--- src/rtl/ttt_pkg.sv ---
// Shared cell/result codes, FSM encoding and winning-line table for the tic-tac-toe controller.
// Pure definitions: no latency, no flow control.
package ttt_pkg;

  typedef logic [1:0] cell_t;
  typedef logic [3:0] idx_t;

  localparam cell_t CELL_EMPTY = 2'd0;
  localparam cell_t CELL_O     = 2'd1;
  localparam cell_t CELL_X     = 2'd2;

  localparam logic [1:0] WIN_NONE = 2'd0;
  localparam logic [1:0] WIN_O    = 2'd1;
  localparam logic [1:0] WIN_X    = 2'd2;
  localparam logic [1:0] WIN_DRAW = 2'd3;

  localparam idx_t NUM_CELLS = 4'd9;
  localparam int   NUM_LINES = 8;

  typedef enum logic [1:0] {
    ST_PLAY  = 2'd0,
    ST_CHECK = 2'd1,
    ST_OVER  = 2'd2
  } state_t;

  // Three rows, three columns, then the two diagonals.
  localparam idx_t WIN_LINES [NUM_LINES][3] = '{
    '{4'd0, 4'd1, 4'd2},
    '{4'd3, 4'd4, 4'd5},
    '{4'd6, 4'd7, 4'd8},
    '{4'd0, 4'd3, 4'd6},
    '{4'd1, 4'd4, 4'd7},
    '{4'd2, 4'd5, 4'd8},
    '{4'd0, 4'd4, 4'd8},
    '{4'd2, 4'd4, 4'd6}
  };

  function automatic logic [1:0] col_of(input idx_t i);
    case (i)
      4'd0, 4'd3, 4'd6: col_of = 2'd0;
      4'd1, 4'd4, 4'd7: col_of = 2'd1;
      default:          col_of = 2'd2;
    endcase
  endfunction

endpackage

--- src/rtl/ttt_line_check.sv ---
// Flags whether any of the eight board lines is fully owned by the given player.
// Purely combinational, zero latency; no flow control.
module ttt_line_check
  import ttt_pkg::*;
(
  input  cell_t [8:0] cells,
  input  cell_t       player,
  output logic        win
);

  always_comb begin
    win = 1'b0;
    for (int l = 0; l < NUM_LINES; l++) begin
      if (cells[WIN_LINES[l][0]] == player &&
          cells[WIN_LINES[l][1]] == player &&
          cells[WIN_LINES[l][2]] == player)
        win = 1'b1;
    end
  end

endmodule

--- src/rtl/ttt_game_ctrl.sv ---
// Tic-tac-toe sequencer: cursor, mark placement and win/draw detection; cells visible one edge after a place, result one edge later.
// Button pulses are consumed every cycle (no backpressure); pulses arriving in CHECK/OVER other than btn_new are dropped.
module ttt_game_ctrl
  import ttt_pkg::*;
#(
  parameter logic [1:0] FIRST_PLAYER = 2'd2,
  parameter logic [3:0] START_CURSOR = 4'd4
) (
  input  logic       clk,
  input  logic       rst_n,
  input  logic       btn_up,
  input  logic       btn_down,
  input  logic       btn_left,
  input  logic       btn_right,
  input  logic       btn_place,
  input  logic       btn_new,
  output logic [1:0] a1,
  output logic [1:0] a2,
  output logic [1:0] a3,
  output logic [1:0] a4,
  output logic [1:0] a5,
  output logic [1:0] a6,
  output logic [1:0] a7,
  output logic [1:0] a8,
  output logic [1:0] a9,
  output logic [3:0] cursor,
  output logic [1:0] turn,
  output logic [1:0] winner,
  output logic       game_over
);

  state_t      state_q,    state_d;
  cell_t [8:0] cells_q,    cells_d;
  idx_t        cursor_q,   cursor_d;
  cell_t       turn_q,     turn_d;
  logic [1:0]  winner_q,   winner_d;
  logic [3:0]  move_cnt_q, move_cnt_d;
  logic        line_win;

  ttt_line_check u_line_check (
    .cells  (cells_q),
    .player (turn_q),
    .win    (line_win)
  );

  always_ff @(posedge clk or negedge rst_n) begin
    if (!rst_n) begin
      state_q    <= ST_PLAY;
      cells_q    <= '0;
      cursor_q   <= START_CURSOR;
      turn_q     <= FIRST_PLAYER;
      winner_q   <= WIN_NONE;
      move_cnt_q <= 4'd0;
    end else begin
      state_q    <= state_d;
      cells_q    <= cells_d;
      cursor_q   <= cursor_d;
      turn_q     <= turn_d;
      winner_q   <= winner_d;
      move_cnt_q <= move_cnt_d;
    end
  end

  always_comb begin
    state_d    = state_q;
    cells_d    = cells_q;
    cursor_d   = cursor_q;
    turn_d     = turn_q;
    winner_d   = winner_q;
    move_cnt_d = move_cnt_q;
    if (btn_new) begin
      state_d    = ST_PLAY;
      cells_d    = '0;
      cursor_d   = START_CURSOR;
      turn_d     = FIRST_PLAYER;
      winner_d   = WIN_NONE;
      move_cnt_d = 4'd0;
    end else begin
      case (state_q)
        ST_PLAY: begin
          // An ignored place on an occupied cell still masks lower-priority moves.
          if (btn_place) begin
            if (cells_q[cursor_q] == CELL_EMPTY) begin
              cells_d[cursor_q] = turn_q;
              if (move_cnt_q != NUM_CELLS)
                move_cnt_d = move_cnt_q + 4'd1;
              state_d = ST_CHECK;
            end
          end else if (btn_up) begin
            if (cursor_q >= 4'd3) cursor_d = cursor_q - 4'd3;
          end else if (btn_down) begin
            if (cursor_q <= 4'd5) cursor_d = cursor_q + 4'd3;
          end else if (btn_left) begin
            if (col_of(cursor_q) != 2'd0) cursor_d = cursor_q - 4'd1;
          end else if (btn_right) begin
            if (col_of(cursor_q) != 2'd2) cursor_d = cursor_q + 4'd1;
          end
        end
        ST_CHECK: begin
          state_d = ST_OVER;
          if (line_win)
            winner_d = turn_q;
          else if (move_cnt_q == NUM_CELLS)
            winner_d = WIN_DRAW;
          else begin
            turn_d  = (turn_q == CELL_O) ? CELL_X : CELL_O;
            state_d = ST_PLAY;
          end
        end
        ST_OVER: ;
        default: state_d = ST_PLAY;
      endcase
    end
  end

  always_comb begin
    a1        = cells_q[0];
    a2        = cells_q[1];
    a3        = cells_q[2];
    a4        = cells_q[3];
    a5        = cells_q[4];
    a6        = cells_q[5];
    a7        = cells_q[6];
    a8        = cells_q[7];
    a9        = cells_q[8];
    cursor    = cursor_q;
    turn      = turn_q;
    winner    = winner_q;
    game_over = (state_q == ST_OVER);
  end

endmodule

--- config.mk ---
export PLATFORM = sky130hd
export DESIGN_NAME = ttt_game_ctrl
export DESIGN_NICKNAME = d
export VERILOG_FILES = /design/src/rtl/ttt_pkg.sv /design/src/rtl/ttt_line_check.sv /design/src/rtl/ttt_game_ctrl.sv
export SDC_FILE = /design/constraint.sdc
export NUM_CORES = 1
export LEC_CHECK = 0
export CORE_MARGIN = 3
export CORE_UTILIZATION = 49
export DETAILED_ROUTE_END_ITERATION = 16
export GPL_TIMING_DRIVEN = 0
export PLACE_DENSITY_LB_ADDON = 0.2
export RECOVER_POWER = 25
export SETUP_SLACK_MARGIN = 0.3
export SLEW_MARGIN = 20
export SYNTH_ARGS = -nofsm -noshare
export SYNTH_HDL_FRONTEND = slang
export SYNTH_HIERARCHICAL = 1
export SYNTH_SLANG_ARGS = --single-unit
export TNS_END_PERCENT = 50
--- constraint.sdc ---
create_clock -name clk -period 2.1 [get_ports clk]
set_input_delay 0.42 -clock clk [delete_from_list [all_inputs] [get_ports clk]]
set_output_delay 0.42 -clock clk [all_outputs]
set_load 0.01 [all_outputs]
* Word-level counts from Yosys, hierarchy flattened
Index checks and enable logic that the tools add are counted.
Storage, ports and cells: register bits 32, output and inout port bits 27
Operators by class: reduce and logical (&&, ||, !) cells 37, add/sub/neg operators 5, eq/ne operators 29, $lt $le $gt $ge 4, multiplexer cells 62
Operators by type and width (number):
- 18-bit 2-to-1 mux | 4
- 4-bit 2-to-1 mux | 16
- 2-bit 2-to-1 mux | 29
- 18-bit bitwise mux | 1
- 2-bit equality test | 9
- 1-bit logical AND | 17
- 4-bit by 3-bit equality test with 1-bit output, second input constant | 3
- 2-bit nonzero test | 6
- 5-bit nonzero test | 2
- 3-bit AND reduction | 3
- 4-bit by 1-bit adder with 4-bit output, second input constant | 2
- 2-bit binary-select mux with 4-bit select | 1
- 2-bit demux with 4-bit select | 1
- 1-bit 2-to-1 mux | 8
- 2-bit != test, second input constant | 4
- 7-bit AND reduction | 1
- 3-bit != test, second input constant | 2
- 2-bit one-hot mux with 3 select lines | 1
- 3-bit OR reduction | 2
- 4-bit by 5-bit less-than comparator with 1-bit output, second input constant | 1
- 5-bit by 3-bit != test with 1-bit output, second input constant | 1
- 4-bit by 2-bit adder with 4-bit output, second input constant | 1
- 2-bit by 1-bit equality test with 1-bit output, second input constant | 2
- 4-bit by 1-bit equality test with 1-bit output, second input constant | 1
- other kinds (18) | 19

* Longest topological paths before layout
Gate-level depths: netlist of the first run.
word-level depth 19, gate-level depth with buffers 9

* Hierarchy
Netlist of the first run, hierarchy kept.
Modules (own cells, without submodules):
- ttt_game_ctrl | area an instance 1949.4 µm², cells an instance 205, instances 1, seq. area each 803.3 µm²
- ttt_line_check | area an instance 364.1 µm², cells an instance 53, instances 1, seq. area each 0.0 µm²

* Least setup slack after synthesis of the first run
OpenSTA, ideal clock, no wires.
path type reg-to-reg, start reg turn_q[1], in the netlist turn[1], end reg turn_q[0], in the netlist turn[0], slack -0.133 ns, stages on the path, launching flop included 9, period minus slack after synthesis 2.233 ns, data arrival time 2.114 ns, data required time 1.981 ns, path buffers 1, cell sequence dfstp_2 buf_4 nor3_1 o22ai_1 a211oi_1 or4_1 nor3b_1 a31oi_1 o21a_1
Between the ends: longest elaborated chain between the ends 13
RTL lines:
- start: declaration | line ttt_game_ctrl.sv:35 | cell_t turn_q, turn_d;
- start signal: assignment | line ttt_game_ctrl.sv:58 | turn_q <= turn_d;
- 2-bit equality test (on tied branches) | line ttt_line_check.sv:14, ttt_line_check.sv:15
- 1-bit logical AND | line ttt_line_check.sv:14 | if (cells[WIN_LINES[l][0]] == player &&
- 1-bit logical AND | line ttt_line_check.sv:15 | cells[WIN_LINES[l][1]] == player &&
- 1-bit 2-to-1 mux (7 in a row) | line ttt_line_check.sv:14
- 1-bit 2-to-1 mux (*) | line ttt_line_check.sv:14
- named net line_win | line ttt_game_ctrl.sv:38 | logic line_win;
- 2-bit != test (no source line) (*)
- 3-bit AND reduction (no source line) (*)
Mark *: on every way through the listed nets, which the timed path passes. The rest lies on a longest branch. The select of a mux whose other input is x is not followed. A chain may end at the register's enable or synchronous reset.

* Worst setup path in the final report of the first run
start reg cells_q, in the netlist a4[0], end reg cells_q, in the netlist a2[0]
Between the ends: longest elaborated chain between the ends 5
RTL lines:
- start: declaration | line ttt_game_ctrl.sv:33 | cell_t [8:0] cells_q, cells_d;
- start signal: assignment | line ttt_game_ctrl.sv:56 | cells_q <= cells_d;
- 2-bit binary-select mux with 4-bit select | line ttt_game_ctrl.sv:83 | if (cells_q[cursor_q] == CELL_EMPTY) begin
- 2-bit 2-to-1 mux (implied by the code) | line ttt_game_ctrl.sv:83
- 2-bit logical NOT | line ttt_game_ctrl.sv:83
- 2-bit nonzero test (no source line)
- 3-bit AND reduction (no source line)
Every way passes these cells. The select of a mux whose other input is x is not followed.

==> results of run 1 <==
-- stage by stage --
| stage | TNS (ns) | util | area, um^2 | std cells | power, mW |
|---|---|---|---|---|---|
| after floorplan | 0 | - | 2457 | 258 | 2.293 |
| after global placement | -5.053 | 0.6441 | 2863 | 344 | 2.802 |
| after detailed placement | -5.145 | 0.6430 | 2858 | 344 | 2.833 |
| after CTS | -0.04386 | 0.7379 | 3279 | 377 | 3.757 |
| after global routing | -2.425 | 0.7959 | 3537 | 387 | 4.494 |
| final | -1.345 | 0.7959 | 3537 | 387 | 4.284 |
-- synthesized netlist by cell type, types with 2 or more instances --
cell type | count | area, um^2
nand3_1 | 2 | 10.01
nor3b_1 | 5 | 37.54
a32o_1 | 9 | 90.09
a311oi_1 | 3 | 26.28
buf_2 | 3 | 15.01
a211oi_1 | 6 | 45.04
nand2b_1 | 6 | 37.54
buf_6 | 3 | 33.78
a41o_1 | 4 | 40.04
xor2_1 | 6 | 52.55
nand2_1 | 11 | 41.29
and3_1 | 9 | 56.30
o22ai_1 | 14 | 87.58
a22o_1 | 4 | 35.03
o211ai_1 | 3 | 22.52
or4_1 | 2 | 15.01
o21ai_0 | 6 | 30.03
dfstp_2 | 2 | 52.55
clkbuf_1 | 7 | 26.28
and2_1 | 2 | 12.51
inv_1 | 18 | 67.56
a31oi_1 | 10 | 62.56
ha_1 | 6 | 75.07
nor4b_1 | 3 | 26.28
mux2_2 | 3 | 33.78
nor3_1 | 19 | 95.09
nor4_1 | 4 | 25.02
a21oi_1 | 3 | 15.01
nand4_1 | 2 | 12.51
or2_1 | 3 | 18.77
and3_2 | 6 | 45.04
nor2_1 | 17 | 63.81
nor2b_1 | 4 | 25.02
dfrtp_1 | 30 | 750.7
-- timing repair --
item	CTS	global route
buffers inserted	24	9
cloned	1	1
endpoints found under the setup margin	41	43
pin swaps	16	26
resized for setup	49	37
-- path summary, 6_finish.rpt --
| path | start | endpoint | cells after the start | slack (ns) |
|---|---|---|---|---|
| hold reg to reg | a3[1]$_DFFE_PN0P_ | a3[1]$_DFFE_PN0P_ | 1 | 0.53 |
| setup reg to reg | a4[0]$_DFFE_PN0P_ | a2[0]$_DFFE_PN0P_ | 6 | -0.12 |
| hold / removal | a3[1]$_DFFE_PN0P_ | a3[1]$_DFFE_PN0P_ | 1 | 0.53 |
| max in group asynchronous | rst_n | turn[0]$_DFFE_PN0P_ | 1 | 0.37 |
| setup / recovery | a4[0]$_DFFE_PN0P_ | a2[0]$_DFFE_PN0P_ | 6 | -0.12 |
| min in group asynchronous | rst_n | a6[0]$_DFFE_PN0P_ | 1 | 0.59 |
-- logic make-up after synthesis --
logic type | count (synthesis) | synth area share
AO/OA/AOI/OAI | 75 | 0.2553
XOR/XNOR | 6 | 0.02271
flip-flops | 32 | 0.3472
AND/OR/NAND/NOR | 102 | 0.2504
buffers and inverters | 33 | 0.06760
adder cells (fa/ha/maj) | 6 | 0.03245
multiplexers | 4 | 0.02434
-- routing by layer --
layer,up-vias,part of all wire,global-route usage
met1,1232,0.39,0.3562
met5,-,0,0
li1,1150,-,-
met3,35,0.073,0.03872
met4,0,0.033,0.05731
met2,165,0.50,0.4449
-- cell type report --
type	count	area share
Multi-Input combinational cell	193	0.4747
Sequential cell	32	0.2306
Timing Repair Buffer	69	0.1854
Buffer	14	0.04174
Inverter	19	0.02441
Clock buffer	5	0.01946
Tap cell	52	0.01839
Clock inverter	3	0.005306
-- state kept, by name, summed over array words and instances, names as in the netlist --
| signal | flops |
|---|---|
| state_q | 2 |
| cursor | 4 |
| a9 | 2 |
| a1 | 2 |
| a2 | 2 |
| a5 | 2 |
| a8 | 2 |
| a3 | 2 |
| move_cnt_q | 4 |
| a6 | 2 |
| winner | 2 |
| a4 | 2 |
| a7 | 2 |
| turn | 2 |
-- worst max-delay path, cell delays in order, from the launching register on --
cell       delay, ns
dfrtp_1         0.44
or2_1           0.26
mux4_2          0.53
o211ai_4        0.30
clkbuf_16       0.22
a31oi_1         0.12
a32o_1          0.24
-- power by group --
group	internal (mW)	switching, mW	total (mW)	leakage [nW]
clock network	0.231	0.262	0.494	0.0479
registers	0.743	0.174	0.917	0.418
logic	1.39	1.48	2.87	1.06
==> flow_metrics.py, run 1 <==
metrics = {
    "outcome": {
        "status": "complete, but fails checks",
        "violations": "capacitance limit, slew limit, setup timing",
    },
    "route": {
        "wl_per_cell_um": 20.34,
        "routed_via_density": 6.672,
        "wirelength_um": 7871,
        "drt_first_pass_iters": 5,
        "drtIter0Drc": 291,
        "ant_nets": 0,
        "num_vias": 2582,
        "drc": 0,
    },
    "clock_network": {
        "cts_root_buffer": "clkbuf_8",
        "h-tree-depth": 2,
        "worst_skew_pair.late_latency_ns": 0.29,
        "clockBufferDepth": 2,
        "numCtsBuffers": 5,
        "clk_pin_slew_ns": 0.08,
        "cts_tree": "yes",
        "ctsHoldBuffers": 0,
        "cts.sinks": 32,
    },
    "logic_synthesis": {
        "yosysSeqAreaShare": 0.3472,
        "syn_area_per_cell_um2": 8.967,
        "synth_area_mm2": 0.002313,
        "synth_edf_count": 0,
        "ys_ff_latch": 32,
        "syn_inst": 258,
        "synthArstFlopShare": 1.000,
        "synth_fp_nets": 272,
        "ys_types": 57,
        "synthFlopType": "dfrtp_1",
        "yosysWarningCount": 6,
    },
    "die": {
        "io_pins": 35,
        "initial_utilization": 0.5206,
        "placementRows": 24,
        "die_height_um": 74.71,
        "dieArea_mm2": 0.005582,
        "dieWidth_um": 74.71,
        "coreArea_mm2": 0.004444,
    },
    "run": {
        "max_cap_viol_count": 1,
    },
    "power": {
        "total_leakage_power_nw": 1.527,
        "ir_worst_vdd_v": 0.0008529,
        "powerDensity_mw_per_mm2": 1211,
    },
    "worst_setup_path": {
        "arrival_ns": 2.39,
        "path_max_fanout": 5,
        "endpoint_kind": "register",
        "required_ns": 2.28,
        "path_class": "register to register",
        "start_kind": "register",
    },
    "timing": {
        "rsz0062_at_grt": "true",
        "slew_headroom": -0.1679,
        "timing.final.crit_period_ns": 2.216,
        "drv_slew": 33,
        "setup-violations-final": 25,
        "hold_violations": 0,
        "worst_slew_pin_slew_ns": 1.752,
        "min_period_over_period": 1.055,
        "setup_ws_ns": -0.1157,
        "fmax_mhz": 451.3,
        "whs_ns": 0.5310,
        "fin_worst_skew_ns": 0.003626,
    },
    "placement": {
        "gp_congestion": 0.8420,
        "port_buffers": 34,
        "post-place-ws_ns": -0.4090,
        "dp_hpwl_um": 4514,
    },
    "cells_and_area": {
        "layout-drive-gt1-share": 0.3731,
        "mostFrequentLayoutCell": "clkdlybuf4s50_1",
        "fin_nets": 348,
        "fill_cells": 289,
        "regArea_um2": 815.8,
        "area_delta_synth_final_pct": 52.89,
        "multiInputGateArea_mm2": 0.001679,
        "mostFrequentLayoutCells": "clkdlybuf4s50_1, buf_4, dfrtp_1, inv_1",
        "diodes": 0,
    },
    "global_routing": {
        "grt.total_usage": 0.2622,
        "grt_pass1_wl_um": 11210,
        "grt_max_degree": 33,
        "first_global_vias": 2222,
        "grt-ovfl-total": 0,
        "antenna_found_initial": 0,
    },
    "min_path": {
        "min_path_type": "register to register",
    },
}
Note: power is estimated with default switching activity, not from simulation.
==> inputs of run 2 (changes only) <==
--- a/config.mk
+++ b/config.mk
@@ -6,7 +6,7 @@
 export NUM_CORES = 1
 export LEC_CHECK = 0
 export CORE_MARGIN = 3
-export CORE_UTILIZATION = 49
+export CORE_UTILIZATION = 54
 export DETAILED_ROUTE_END_ITERATION = 16
 export GPL_TIMING_DRIVEN = 0
 export PLACE_DENSITY_LB_ADDON = 0.2
==> constraint.sdc (replaced) <==
create_clock -name clk -period 2.22 [get_ports clk]
set_input_delay 0.444 -clock clk [delete_from_list [all_inputs] [get_ports clk]]
set_output_delay 0.444 -clock clk [all_outputs]
set_load 0.01 [all_outputs]
==> run 2 against run 1 <==
The run still ends with capacitance limit, slew limit, setup timing left. Non-clock buffer count down 4. Global-route usage is 2.9 points higher. Sequential cell count unchanged. Clock power down 8.9%. Register-to-register slack better by 0.08 ns. Fmax is 1.9% lower. Hold slack is essentially flat.
==> flow_metrics.py, run 2 (synthesis results as in run 1) <==
metrics = {
    "outcome": {
        "status": "complete, but fails checks",
        "violations": "capacitance limit, slew limit, setup timing",
    },
    "timing": {
        "setup-violations-final": 3,
        "rsz0062_at_grt": "true",
        "timing.final.crit_period_ns": 2.259,
        "fmax_mhz": 442.6,
        "fin_worst_skew_ns": 0.007334,
        "hold_violations": 0,
        "setup_tns_ns": -0.07722,
        "setup_ws_ns": -0.03943,
        "min_period_over_period": 1.018,
        "drv_slew": 33,
        "worst_slew_pin_slew_ns": 1.714,
        "slew_headroom": -0.1423,
        "whs_ns": 0.5305,
    },
    "global_routing": {
        "grt-ovfl-total": 0,
        "grt_max_degree": 33,
        "grt.total_usage": 0.2909,
        "antenna_found_initial": 0,
        "first_global_vias": 2373,
        "grt_pass1_wl_um": 11710,
    },
    "worst_setup_path": {
        "start_kind": "register",
        "endpoint_kind": "register",
        "reg2reg_from": "turn[0]$_DFFE_PN0P_",
        "cp_slowest_cell": "dfrtp_2",
        "worst-path-buf-inv": 2,
        "critPathTopFamily": "compound AO/OA/AOI/OAI gates",
        "crit_chain": "buf_8 -> buf_4 -> nor3_1 -> o22ai_2 -> a211oi_1 -> or4_4 -> o21ai_2 -> nor2b_2 -> a311oi_1",
        "max_stage_delay_ns": 0.47,
        "path_max_fanout": 7,
        "required_ns": 2.41,
        "crit_path_start": "turn[0]$_DFFE_PN0P_",
        "path_class": "register to register",
        "arrival_ns": 2.45,
    },
    "clock_network": {
        "h-tree-depth": 2,
        "clockBufferDepth": 2,
        "cts.sinks": 32,
        "worst_skew_pair.late_latency_ns": 0.29,
        "cts_tree": "yes",
        "numCtsBuffers": 5,
        "cts_root_buffer": "clkbuf_8",
        "clk_pin_slew_ns": 0.07,
        "ctsHoldBuffers": 0,
    },
    "cells_and_area": {
        "mostFrequentLayoutCell": "clkdlybuf4s50_1",
        "fin_nets": 344,
        "fill_cells": 211,
        "regArea_um2": 814.5,
        "area_delta_synth_final_pct": 51.11,
        "layout-drive-gt1-share": 0.3988,
        "utilization": 0.8615,
        "mostFrequentLayoutCells": "clkdlybuf4s50_1, buf_4, dfrtp_1, inv_1, nor3_1",
        "multiInputGateArea_mm2": 0.001722,
        "diodes": 0,
    },
    "route": {
        "wl_per_cell_um": 21.76,
        "ant_nets": 0,
        "wirelength_um": 8289,
        "drt_first_pass_iters": 5,
        "drtIter0Drc": 223,
        "num_vias": 2614,
        "routed_via_density": 6.861,
        "drc": 0,
    },
    "power": {
        "powerDensity_mw_per_mm2": 1140,
        "power.total_mw": 3.985,
        "ir_worst_vdd_v": 0.0008219,
        "total_leakage_power_nw": 1.538,
    },
    "die": {
        "dieWidth_um": 71.46,
        "io_pins": 35,
        "initial_utilization": 0.5702,
        "dieArea_mm2": 0.005106,
        "coreArea_mm2": 0.004058,
        "placementRows": 23,
        "die_height_um": 71.46,
    },
    "placement": {
        "post-place-ws_ns": -0.1674,
        "gp_congestion": 0.8470,
        "port_buffers": 34,
        "dp_hpwl_um": 4408,
    },
    "min_path": {
        "min_path_type": "register to register",
        "holdCritStartpoint": "a3[1]$_DFFE_PN0P_",
    },
    "run": {
        "max_cap_viol_count": 1,
    },
}
==> run 2: cell count changes in the layout (fill, tap and decap cells not counted), sizes merged <==
| cell | delta |
|---|---|
| buf | -1 |
| clkbuf | -3 |
| clkdlybuf4s50 | +2 |
| dlygate4sd2 | -6 |
| dlymetal6s2s | +4 |
==> run 2: metal layers <==
metal / global-route usage / share of wire
met3: 0.04628 / 0.084
met2: 0.4857 / 0.49
met5: 0 / 0
met1: 0.3806 / 0.39
met4: 0.1065 / 0.033
==> run 2: worst paths after layout <==
check,depth (start not counted),slack [ns],to
setup reg to reg,9,-0.04,winner[1]$_DFFE_PN0P_
setup / recovery,9,-0.04,winner[1]$_DFFE_PN0P_
hold / removal,1,0.53,a3[1]$_DFFE_PN0P_
max in group asynchronous,1,0.50,a3[1]$_DFFE_PN0P_
hold reg to reg,1,0.53,a3[1]$_DFFE_PN0P_
min in group asynchronous,1,0.60,a1[1]$_DFFE_PN0P_
==> run 2: area by class of cell <==
type,count,area share
plain buffers,14,0.03794
flip-flops and latches,32,0.2330
clock inverters,3,0.005369
inverters,19,0.02326
clock buffers,5,0.01969
well taps,50,0.01790
multi-input cells,193,0.4925
repair buffers,65,0.1704
==> run 2: what timing repair did <==
item / in CTS / in global routing
hold endpoints to repair: 0 / 0
gates cloned: 2 / 0
gates resized for setup: 35 / 60
setup buffers: 21 / 8
pin swaps: 16 / 24
endpoints found under the setup margin: 34 / 38
==> run 2: report_power, final <==
| group | internal, mW | switching [mW] | total, mW |
|---|---|---|---|
| Combinational | 1.22 | 1.41 | 2.64 |
| Clock | 0.218 | 0.232 | 0.450 |
| Sequential | 0.704 | 0.195 | 0.899 |
| Total | 2.15 | 1.84 | 3.98 |
==> run 2: stage by stage <==
step                      std cells  area (um^2)
after CTS                       373         3213
after floorplan                 258         2420
after global placement          342         2823
final                           381         3496
after global routing            381         3496
after detailed placement        342         2818
